[src/rtl/sync_fifo_param_if.sv]
// ---------------------------------------------------------------------------
// sync_fifo_param_if
// Bundle of the FIFO's control, data and status signals.
//   master : producer/consumer side (drives clr, wr, rd, data_in; observes
//            data_out, rd_valid, the occupancy flags, count and error flags)
//   slave  : the FIFO itself
// Parameters must match the connected sync_fifo_param instance.
// ---------------------------------------------------------------------------
interface sync_fifo_param_if #(
  parameter int WIDTH = 8,
  parameter int DEPTH = 8
);
  localparam int AW = $clog2(DEPTH);

  logic             clr;
  logic             wr;
  logic             rd;
  logic [WIDTH-1:0] data_in;
  logic [WIDTH-1:0] data_out;
  logic             rd_valid;
  logic             empty;
  logic             full;
  logic             almost_empty;
  logic             almost_full;
  logic [AW:0]      count;
  logic             overflow;
  logic             underflow;

  modport master (
    output clr, wr, rd, data_in,
    input  data_out, rd_valid, empty, full, almost_empty, almost_full,
           count, overflow, underflow
  );

  modport slave (
    input  clr, wr, rd, data_in,
    output data_out, rd_valid, empty, full, almost_empty, almost_full,
           count, overflow, underflow
  );
endinterface

[src/rtl/sync_fifo_param.sv]
// ---------------------------------------------------------------------------
// sync_fifo_param
// Single-clock FIFO with register-array storage, wrap-bit pointers, an
// occupancy counter, almost-full/almost-empty thresholds, sticky
// overflow/underflow flags and a synchronous flush.
//
// Ports:
//   clk     : clock, all state changes on the rising edge
//   reset_n : asynchronous active-low reset (memory contents not reset)
//   fifo    : sync_fifo_param_if.slave
//     clr          in  synchronous flush, wins over wr/rd
//     wr / rd      in  write / read requests
//     data_in      in  write data
//     data_out     out registered read data
//     rd_valid     out data_out was loaded by a read on the previous edge
//     empty/full   out count == 0 / count == DEPTH
//     almost_empty out count <= AEMPTY_TH
//     almost_full  out count >= AFULL_TH
//     count        out occupancy 0..DEPTH
//     overflow     out sticky: write requested while full
//     underflow    out sticky: read requested while empty
// ---------------------------------------------------------------------------
module sync_fifo_param #(
  parameter int WIDTH     = 8,
  parameter int DEPTH     = 8,
  parameter int AFULL_TH  = DEPTH - 1,
  parameter int AEMPTY_TH = 1
) (
  input  logic              clk,
  input  logic              reset_n,
  sync_fifo_param_if.slave  fifo
);

  localparam int AW = $clog2(DEPTH);
  localparam int PW = AW + 1;

  localparam logic [PW-1:0]    PTR_ONE   = PW'(1);
  localparam logic [PW-1:0]    PTR_ZERO  = PW'(0);
  localparam logic [PW-1:0]    CNT_FULL  = PW'(DEPTH);
  localparam logic [PW-1:0]    CNT_AFULL = PW'(AFULL_TH);
  localparam logic [PW-1:0]    CNT_AEMP  = PW'(AEMPTY_TH);
  localparam logic [WIDTH-1:0] DATA_ZERO = WIDTH'(0);

  // Storage; intentionally has no reset so it maps onto plain flops/RAM.
  logic [WIDTH-1:0] mem_q [DEPTH];

  logic [PW-1:0]    wr_ptr_q,    wr_ptr_d;
  logic [PW-1:0]    rd_ptr_q,    rd_ptr_d;
  logic [PW-1:0]    count_q,     count_d;
  logic [WIDTH-1:0] data_out_q,  data_out_d;
  logic             rd_valid_q,  rd_valid_d;
  logic             overflow_q,  overflow_d;
  logic             underflow_q, underflow_d;

  logic             empty_s;
  logic             full_s;
  logic             wr_acc_s;
  logic             rd_acc_s;
  logic             mem_we_s;

  // Status flags come from the registered count only, so nothing on the
  // request side can reach an output combinationally.
  assign empty_s  = (count_q == PTR_ZERO);
  assign full_s   = (count_q == CNT_FULL);

  // Acceptance is judged on the flags as they stand at this edge; a read
  // on full does not make room for a write in the same cycle.
  assign wr_acc_s = fifo.wr & ~full_s;
  assign rd_acc_s = fifo.rd & ~empty_s;
  assign mem_we_s = wr_acc_s & ~fifo.clr;

  // Next-state for pointers, count, read data and the sticky error flags.
  always_comb begin
    wr_ptr_d    = wr_ptr_q;
    rd_ptr_d    = rd_ptr_q;
    count_d     = count_q;
    data_out_d  = data_out_q;
    rd_valid_d  = 1'b0;
    overflow_d  = overflow_q;
    underflow_d = underflow_q;

    if (fifo.clr) begin
      // Flush discards concurrent requests and raises no error flags.
      wr_ptr_d    = PTR_ZERO;
      rd_ptr_d    = PTR_ZERO;
      count_d     = PTR_ZERO;
      data_out_d  = DATA_ZERO;
      rd_valid_d  = 1'b0;
      overflow_d  = 1'b0;
      underflow_d = 1'b0;
    end else begin
      if (wr_acc_s) begin
        wr_ptr_d = wr_ptr_q + PTR_ONE;
      end else begin
        wr_ptr_d = wr_ptr_q;
      end

      if (rd_acc_s) begin
        rd_ptr_d   = rd_ptr_q + PTR_ONE;
        data_out_d = mem_q[rd_ptr_q[AW-1:0]];
        rd_valid_d = 1'b1;
      end else begin
        rd_ptr_d   = rd_ptr_q;
        data_out_d = data_out_q;
        rd_valid_d = 1'b0;
      end

      case ({wr_acc_s, rd_acc_s})
        2'b10:   count_d = count_q + PTR_ONE;
        2'b01:   count_d = count_q - PTR_ONE;
        default: count_d = count_q;
      endcase

      overflow_d  = overflow_q  | (fifo.wr & full_s);
      underflow_d = underflow_q | (fifo.rd & empty_s);
    end
  end

  // Control and output registers with asynchronous reset.
  always_ff @(posedge clk or negedge reset_n) begin
    if (!reset_n) begin
      wr_ptr_q    <= PTR_ZERO;
      rd_ptr_q    <= PTR_ZERO;
      count_q     <= PTR_ZERO;
      data_out_q  <= DATA_ZERO;
      rd_valid_q  <= 1'b0;
      overflow_q  <= 1'b0;
      underflow_q <= 1'b0;
    end else begin
      wr_ptr_q    <= wr_ptr_d;
      rd_ptr_q    <= rd_ptr_d;
      count_q     <= count_d;
      data_out_q  <= data_out_d;
      rd_valid_q  <= rd_valid_d;
      overflow_q  <= overflow_d;
      underflow_q <= underflow_d;
    end
  end

  // Storage write port.
  always_ff @(posedge clk) begin
    if (mem_we_s) begin
      mem_q[wr_ptr_q[AW-1:0]] <= fifo.data_in;
    end
  end

  assign fifo.data_out     = data_out_q;
  assign fifo.rd_valid     = rd_valid_q;
  assign fifo.count        = count_q;
  assign fifo.empty        = empty_s;
  assign fifo.full         = full_s;
  assign fifo.almost_empty = (count_q <= CNT_AEMP);
  assign fifo.almost_full  = (count_q >= CNT_AFULL);
  assign fifo.overflow     = overflow_q;
  assign fifo.underflow    = underflow_q;

endmodule
[src/flat_wrapper.sv]
// flat-port wrapper written by rule: the top's interface ports become plain ports
module sync_fifo_param_flat 
#(
  parameter int WIDTH     = 8,
  parameter int DEPTH     = 8,
  parameter int AFULL_TH  = DEPTH - 1,
  parameter int AEMPTY_TH = 1
)
  (clk, reset_n, fifo_clr, fifo_wr, fifo_rd, fifo_data_in, fifo_data_out, fifo_rd_valid, fifo_empty, fifo_full, fifo_almost_empty, fifo_almost_full, fifo_count, fifo_overflow, fifo_underflow);
  sync_fifo_param_if #(.WIDTH(WIDTH), .DEPTH(DEPTH)) fifo_i ();
  input  logic clk;
  input  logic reset_n;
  input wire logic [$bits(fifo_i.clr)-1:0] fifo_clr;
  input wire logic [$bits(fifo_i.wr)-1:0] fifo_wr;
  input wire logic [$bits(fifo_i.rd)-1:0] fifo_rd;
  input wire logic [$bits(fifo_i.data_in)-1:0] fifo_data_in;
  output wire logic [$bits(fifo_i.data_out)-1:0] fifo_data_out;
  output wire logic [$bits(fifo_i.rd_valid)-1:0] fifo_rd_valid;
  output wire logic [$bits(fifo_i.empty)-1:0] fifo_empty;
  output wire logic [$bits(fifo_i.full)-1:0] fifo_full;
  output wire logic [$bits(fifo_i.almost_empty)-1:0] fifo_almost_empty;
  output wire logic [$bits(fifo_i.almost_full)-1:0] fifo_almost_full;
  output wire logic [$bits(fifo_i.count)-1:0] fifo_count;
  output wire logic [$bits(fifo_i.overflow)-1:0] fifo_overflow;
  output wire logic [$bits(fifo_i.underflow)-1:0] fifo_underflow;
  assign fifo_i.clr = fifo_clr;
  assign fifo_i.wr = fifo_wr;
  assign fifo_i.rd = fifo_rd;
  assign fifo_i.data_in = fifo_data_in;
  assign fifo_data_out = fifo_i.data_out;
  assign fifo_rd_valid = fifo_i.rd_valid;
  assign fifo_empty = fifo_i.empty;
  assign fifo_full = fifo_i.full;
  assign fifo_almost_empty = fifo_i.almost_empty;
  assign fifo_almost_full = fifo_i.almost_full;
  assign fifo_count = fifo_i.count;
  assign fifo_overflow = fifo_i.overflow;
  assign fifo_underflow = fifo_i.underflow;
  sync_fifo_param #(.WIDTH(WIDTH), .DEPTH(DEPTH), .AFULL_TH(AFULL_TH), .AEMPTY_TH(AEMPTY_TH)) u_core (.clk(clk), .reset_n(reset_n), .fifo(fifo_i));
endmodule
[config.mk]
export PLATFORM = sky130hd
export DESIGN_NAME = sync_fifo_param_flat
export DESIGN_NICKNAME = d
export VERILOG_FILES = /design/src/rtl/sync_fifo_param_if.sv /design/src/rtl/sync_fifo_param.sv /design/src/flat_wrapper.sv
export SDC_FILE = /design/constraint.sdc
export NUM_CORES = 1
export LEC_CHECK = 0
export ABC_CLOCK_PERIOD_IN_PS = 3000
export CORE_MARGIN = 8
export CORE_UTILIZATION = 25
export CTS_BUF_LIST = sky130_fd_sc_hd__clkbuf_8
export CTS_CLUSTER_DIAMETER = 150
export DETAILED_ROUTE_END_ITERATION = 10
export MAX_ROUTING_LAYER = met4
export PLACE_DENSITY = 0.38
export SETUP_SLACK_MARGIN = 0.2
export SLEW_MARGIN = 20
export SYNTH_ARGS = -nofsm -noshare
export SYNTH_HDL_FRONTEND = slang
export SYNTH_SLANG_ARGS = --single-unit
[constraint.sdc]
create_clock -name clk -period 3 [get_ports clk]
set_input_delay 0.45 -clock clk [delete_from_list [all_inputs] [get_ports clk]]
set_output_delay 0.45 -clock clk [all_outputs]
set_load 0.01 [all_outputs]
==> results_dict.tcl, run 1 <==
set metrics [dict create \
    routabilityCongestion 0.7265 \
    worstSetupPathType "flop to output port" \
    post-cts-setup-buffer-count 0 \
    drt-total-wl_um 8367 \
    use_met1 0.1253 \
    powerDensity_nw_per_um2 764.3 \
    end_kind "output port" \
    htreeDepth 3 \
    dp_hpwl_um 5531 \
    numCtsBuffers 9 \
    synth_seq_cells 85 \
    cts.sinks 85 \
    io_pins 32 \
    avgViaCountPerCell 4.372 \
    seqCellArea_sq_um 2449 \
    initial_core_util 0.2517 \
    synth_fp_nets 275 \
    syn_inst 256 \
    fp.coreArea_sq_um 14310 \
    synth_edf_count 64 \
    clock_latency_ns 0.37 \
    worstSetupStartpointType "flop" \
    synth_area_leaders "edfxtp_1, dfrtp_1, mux2i_1" \
    fillers 1453 \
    setup_violations 0 \
    met2_usage 0.1404 \
    cts.clk_slew.worst_paths_ns 0.09 \
    ir_drop_mv 0.1703 \
    finalWorstSetupSlack_ns 0.3582 \
    ys_seq_area_frac 0.6792 \
    slew_headroom 0.5989 \
    synthArstFlopShare 0.2471 \
    antenna_found_initial 0 \
    route.detailed.drc 0 \
    drive_gt1_frac 0.1155 \
    fin_worst_skew_ns 0.01059 \
    syn2layout_area_growth_pct 20.83 \
    rsz0062_at_grt "no" \
    drt_iter0_drc 107 \
    io_buffer_count 31 \
    postLayoutCellArea_sq_um 4354 \
    die_h_um 136.1 \
    status "complete, no violations" \
    ctsResizeCount 0 \
    drt_pass1_iterations 4 \
    ys_types 35 \
    die_area_sq_um 18510 \
    total_power_w 0.003328 \
    slew_viol_final 0 \
    ys_warn_count 0 \
    fin_nets 317 \
    grt_pass1_vias 2164 \
    critPathRequiredTime_ns 2.55 \
    syn_area_sq_um 3603 \
    post_drt_wl_per_cell_um 17.18 \
    synth.avg_cell_area_sq_um 14.08 \
    hp-class "primary input to asynchronous set/reset pin" \
    busiest_layer "met2" \
    drv_cap 0 \
    grt_use_total 0.09837 \
    timing.fmax_ghz 0.3785 \
    grt-ovfl-total 0 \
    postCtsHoldBufs 0 \
    grt_pass1_wl_um 12880 \
    antenna_left 0 \
    dpl_cell_area_sq_um 4182 \
    synth_top_cell_by_area "edfxtp_1" \
    layout_commonest_cell "edfxtp_1" \
    cts_tree "done" \
    clock_path_buffers 2 \
    antenna_cells 0 \
    leakage_nw 1.494 \
    grt_max_degree 35 \
    use_met3 0.02735 \
    synth_ff_type "edfxtp_1" \
    cts-root-buf "clkbuf_8" \
    hold_viol 0 \
    layout_common_cells "edfxtp_1, mux2i_1, clkdlybuf4s50_1" \
    synth_top_cell_area_share 0.5333 \
    die_w_um 136.1 \
    multi_input_area_sq_um 1079 \
    min_period_ns 2.642 \
    cp.arrival_ns 2.19 \
    vias 2129 \
    num_rows 44 \
    critPathMaxFanout 7 \
    finalCritPeriodShare 0.8806 \
    post-place-ws_ns 0.6544 \
    finalSetupTns_ns 0 \
    holdWs_ns 0.4296 \
    tightestPinTransition_ns 0.6017 \
]
[logic make-up after synthesis]
logic type	synth area share
buf+inv	0.02326
simple gates	0.1111
xor+xnor	0.01458
fa+ha+maj	0.02083
flops	0.6792
mux	0.1035
compound gates	0.04757
[routing by layer]
metal / vias to the layer above / share of wire
met5: - / 0
met4: 0 / 0.021
met3: 13 / 0.049
met2: 36 / 0.45
met1: 1050 / 0.48
li1: 1030 / -
[state kept, by name, summed over array words and instances, names as in the netlist]
register               cells
u_core.wr_ptr_q            3
u_core.fifo.underflow      1
u_core.fifo.rd_valid       1
u_core.rd_ptr_q            3
u_core.fifo.data_out       8
u_core.mem_q              64
u_core.fifo.overflow       1
u_core.fifo.count          4
[final timing paths]
check	startpoint	depth (start not counted)	endpoint	slack, ns
setup / recovery	u_core.fifo.count[0]	4	fifo_empty	0.36
hold / removal	reset_n	2	u_core.rd_ptr_q[2]	0.43
setup reg to reg	u_core.fifo.count[0]	7	u_core.mem_q[0][3]	0.69
hold reg to reg	u_core.fifo.underflow	2	u_core.fifo.underflow	0.50
max in group asynchronous	reset_n	2	u_core.rd_ptr_q[1]	2.32
min in group clk	u_core.fifo.underflow	2	u_core.fifo.underflow	0.50
[worst max-delay path, cell delays in order (launching register included)]
cell and delay, ns:
dfrtp_1 0.46, inv_1 0.14, ha_1 0.30, nor3b_4 0.33, clkdlybuf4s50_1 0.59
[area by class of cell]
type	instances	area share
tap	184	0.05287
timing repair buffer	45	0.09540
clock buffer	9	0.02845
multi-input combinational	153	0.2477
sequential	85	0.5624
clock inverter	7	0.009770
inverter	4	0.003448
[power breakdown]
group / internal, W / total (W) / leakage (nW) / switching (W)
Clock: 0.000297 / 0.000722 / 0.0898 / 0.000426
Combinational: 0.000547 / 0.00111 / 0.546 / 0.000566
Sequential: 0.00138 / 0.00149 / 0.858 / 0.000110
[stage by stage]
stage / cells / utilization
final: 487 / 0.3042
after CTS: 487 / 0.3038
after global placement: 471 / 0.2921
after floorplan: 256 / -
after global routing: 487 / 0.3042
after detailed placement: 471 / 0.2921
[cell usage after synthesis, drive strengths merged, types with 2 or more instances]
cell,instances
nand3b,2
a21oi,5
nand2b,6
inv,4
buf,11
nor2,25
ha,6
mux2,2
clkbuf,3
nor3,20
mux2i,35
o22ai,16
nand3,4
dfrtp,21
xnor2,4
nor2b,2
edfxtp,64
nand2,12
xor2,2
Note: power is estimated with default switching activity, not from simulation.
==> run 2, diff against run 1 <==
- CORE_UTILIZATION: 25 -> 40
- PLACE_DENSITY: 0.38 -> 0.56
- REMOVE_ABC_BUFFERS: not set -> 1
==> run 2 against run 1 <==
Against the previous run:
- utilization rose by 19 points
- design area fell by 0.43%
- critical path depth did not move
- via count rose by 1.9%
- power rose by 5.3%
- largest cell class unchanged
- routed wire length fell by 6.4%
- clock-buffer cell count did not move
- sequential share of layout area rose by 0.21 points
- clock skew fell by 0.0025 ns
- sequential power barely moved
==> results_dict.tcl, run 2 (synthesis results as in run 1) <==
set metrics [dict create \
    tightestPinTransition_ns 0.5839 \
    largest_register_ffs 64 \
    finalWorstSetupSlack_ns 0.3789 \
    finalCritPeriodShare 0.8737 \
    die_w_um 110.9 \
    drt-total-wl_um 7835 \
    min_period_ns 2.621 \
    cp.arrival_ns 2.17 \
    num_rows 34 \
    end_kind "output port" \
    numPlacedInstances 398 \
    rsz0062_at_grt "no" \
    powerDensity_nw_per_um2 808.0 \
    cts.clk_slew.worst_paths_ns 0.09 \
    critPathRequiredTime_ns 2.55 \
    fp.coreArea_sq_um 8721 \
    clock_path_buffers 2 \
    initial_core_util 0.4132 \
    hold_viol 0 \
    htreeDepth 3 \
    slew_headroom 0.6107 \
    leakage_nw 1.527 \
    slew_viol_final 0 \
    cts-root-buf "clkbuf_8" \
    grt_pass1_vias 2155 \
    finalSetupTns_ns 0 \
    dp_hpwl_um 5072 \
    routabilityCongestion 0.7425 \
    cts.sinks 85 \
    drv_cap 0 \
    avgViaCountPerCell 5.239 \
    antenna_cells 0 \
    worstSetupPathType "flop to output port" \
    fin_cells 414 \
    grt_pass1_wl_um 12310 \
    hp-class "primary input to asynchronous set/reset pin" \
    drive_gt1_frac 0.1307 \
    numCtsBuffers 9 \
    syn2layout_area_growth_pct 20.31 \
    route.detailed.drc 0 \
    drt_iter0_drc 151 \
    layout_common_cells "edfxtp_1, mux2i_1, clkdlybuf4s50_1" \
    antenna_found_initial 0 \
    die_h_um 110.9 \
    fin_nets 320 \
    layout_commonest_cell "edfxtp_1" \
    postCtsHoldBufs 0 \
    io_buffer_count 31 \
    worstSetupStartpointType "flop" \
    drt_pass1_iterations 4 \
    cts_tree "done" \
    antenna_left 0 \
    clock_latency_ns 0.35 \
    timing.fmax_ghz 0.3815 \
    post_drt_wl_per_cell_um 18.93 \
    fin_worst_skew_ns 0.008085 \
    io_pins 32 \
    ir_drop_mv 0.3047 \
    grt-ovfl-total 0 \
    critPathMaxFanout 6 \
    vias 2169 \
    setup_violations 0 \
    grt_use_total 0.1325 \
    die_area_sq_um 12300 \
    grt_max_degree 35 \
    post-place-ws_ns 0.6859 \
    status "complete, no violations" \
]
[run 2: changes by cell type in the layout (fill, tap and decap cells not counted)]
cell        delta
dfrtp_2        -1
bufinv_16      +2
buf_4          +3
clkinv_1       -2
clkinv_4       -1
clkinvlp_4     +2
dfrtp_1        +1
inv_1          -1
[run 2: power by group]
part	switching, W	total [W]	internal [W]
sequential	0.000114	0.00150	0.00138
combinational	0.000565	0.00111	0.000548
clock	0.000423	0.000894	0.000472
total	0.00110	0.00350	0.00240
[run 2: per-layer routing]
| layer | GRT usage | up-vias | wire length (um) |
|---|---|---|---|
| met2 | 0.1880 | 66 | 3522 |
| met1 | 0.1798 | 1046 | 3748 |
| li1 | - | 1044 | - |
| met3 | 0.02597 | 13 | 432 |
| met4 | 0.05676 | 0 | 131 |
| met5 | - | - | 0 |
[run 2: worst paths after layout]
path                                  startpoint                 endpoint  slack, ns  cells past startpoint
max                         u_core.fifo.count[1]               fifo_empty       0.38                      4
min                                      reset_n     u_core.fifo.count[0]       0.46                      2
max reg2reg                 u_core.fifo.count[0]       u_core.mem_q[0][2]       0.73                      7
min reg2reg                u_core.fifo.underflow    u_core.fifo.underflow       0.50                      2
max in group asynchronous                reset_n  u_core.fifo.data_out[6]       2.30                      2
min in group clk           u_core.fifo.underflow    u_core.fifo.underflow       0.50                      2
[run 2: critical path, stage by stage (launching register included)]
cell and delay (ns):
dfrtp_1 0.46, inv_1 0.15, ha_1 0.31, nor3b_4 0.32, clkdlybuf4s50_1 0.59
[run 2: final cells by class]
| class | count | area [sq um] |
|---|---|---|
| fill | 747 | 4385 |
| sequential | 85 | 2447 |
| multi-input combinational | 153 | 1079 |
| timing repair buffer | 48 | 437.9 |
| tap | 108 | 135.1 |
| clock buffer | 9 | 123.9 |
| clock inverter | 7 | 97.59 |
| inverter | 4 | 15.01 |
[run 2: through the flow]
step | total power, W | hold WS, ns | util | area, sq um
after CTS | 0.003525 | 0.4487 | 0.4964 | 4329
after global placement | 0.002612 | 0.4765 | 0.4710 | 4108
after floorplan | 0.002142 | 0.1544 | - | 3535
after global routing | 0.003697 | 0.4817 | 0.4971 | 4335
final | 0.003503 | 0.4593 | 0.4971 | 4335
after detailed placement | 0.002625 | 0.4866 | 0.4710 | 4108
[run 2: timing repair]
action | 4_1_cts | 5_1_grt
hold endpoints to repair | 0 | 0
buffers inserted | 0 | 0
endpoints found under the setup margin | 0 | 1
gates resized for setup | 0 | 1
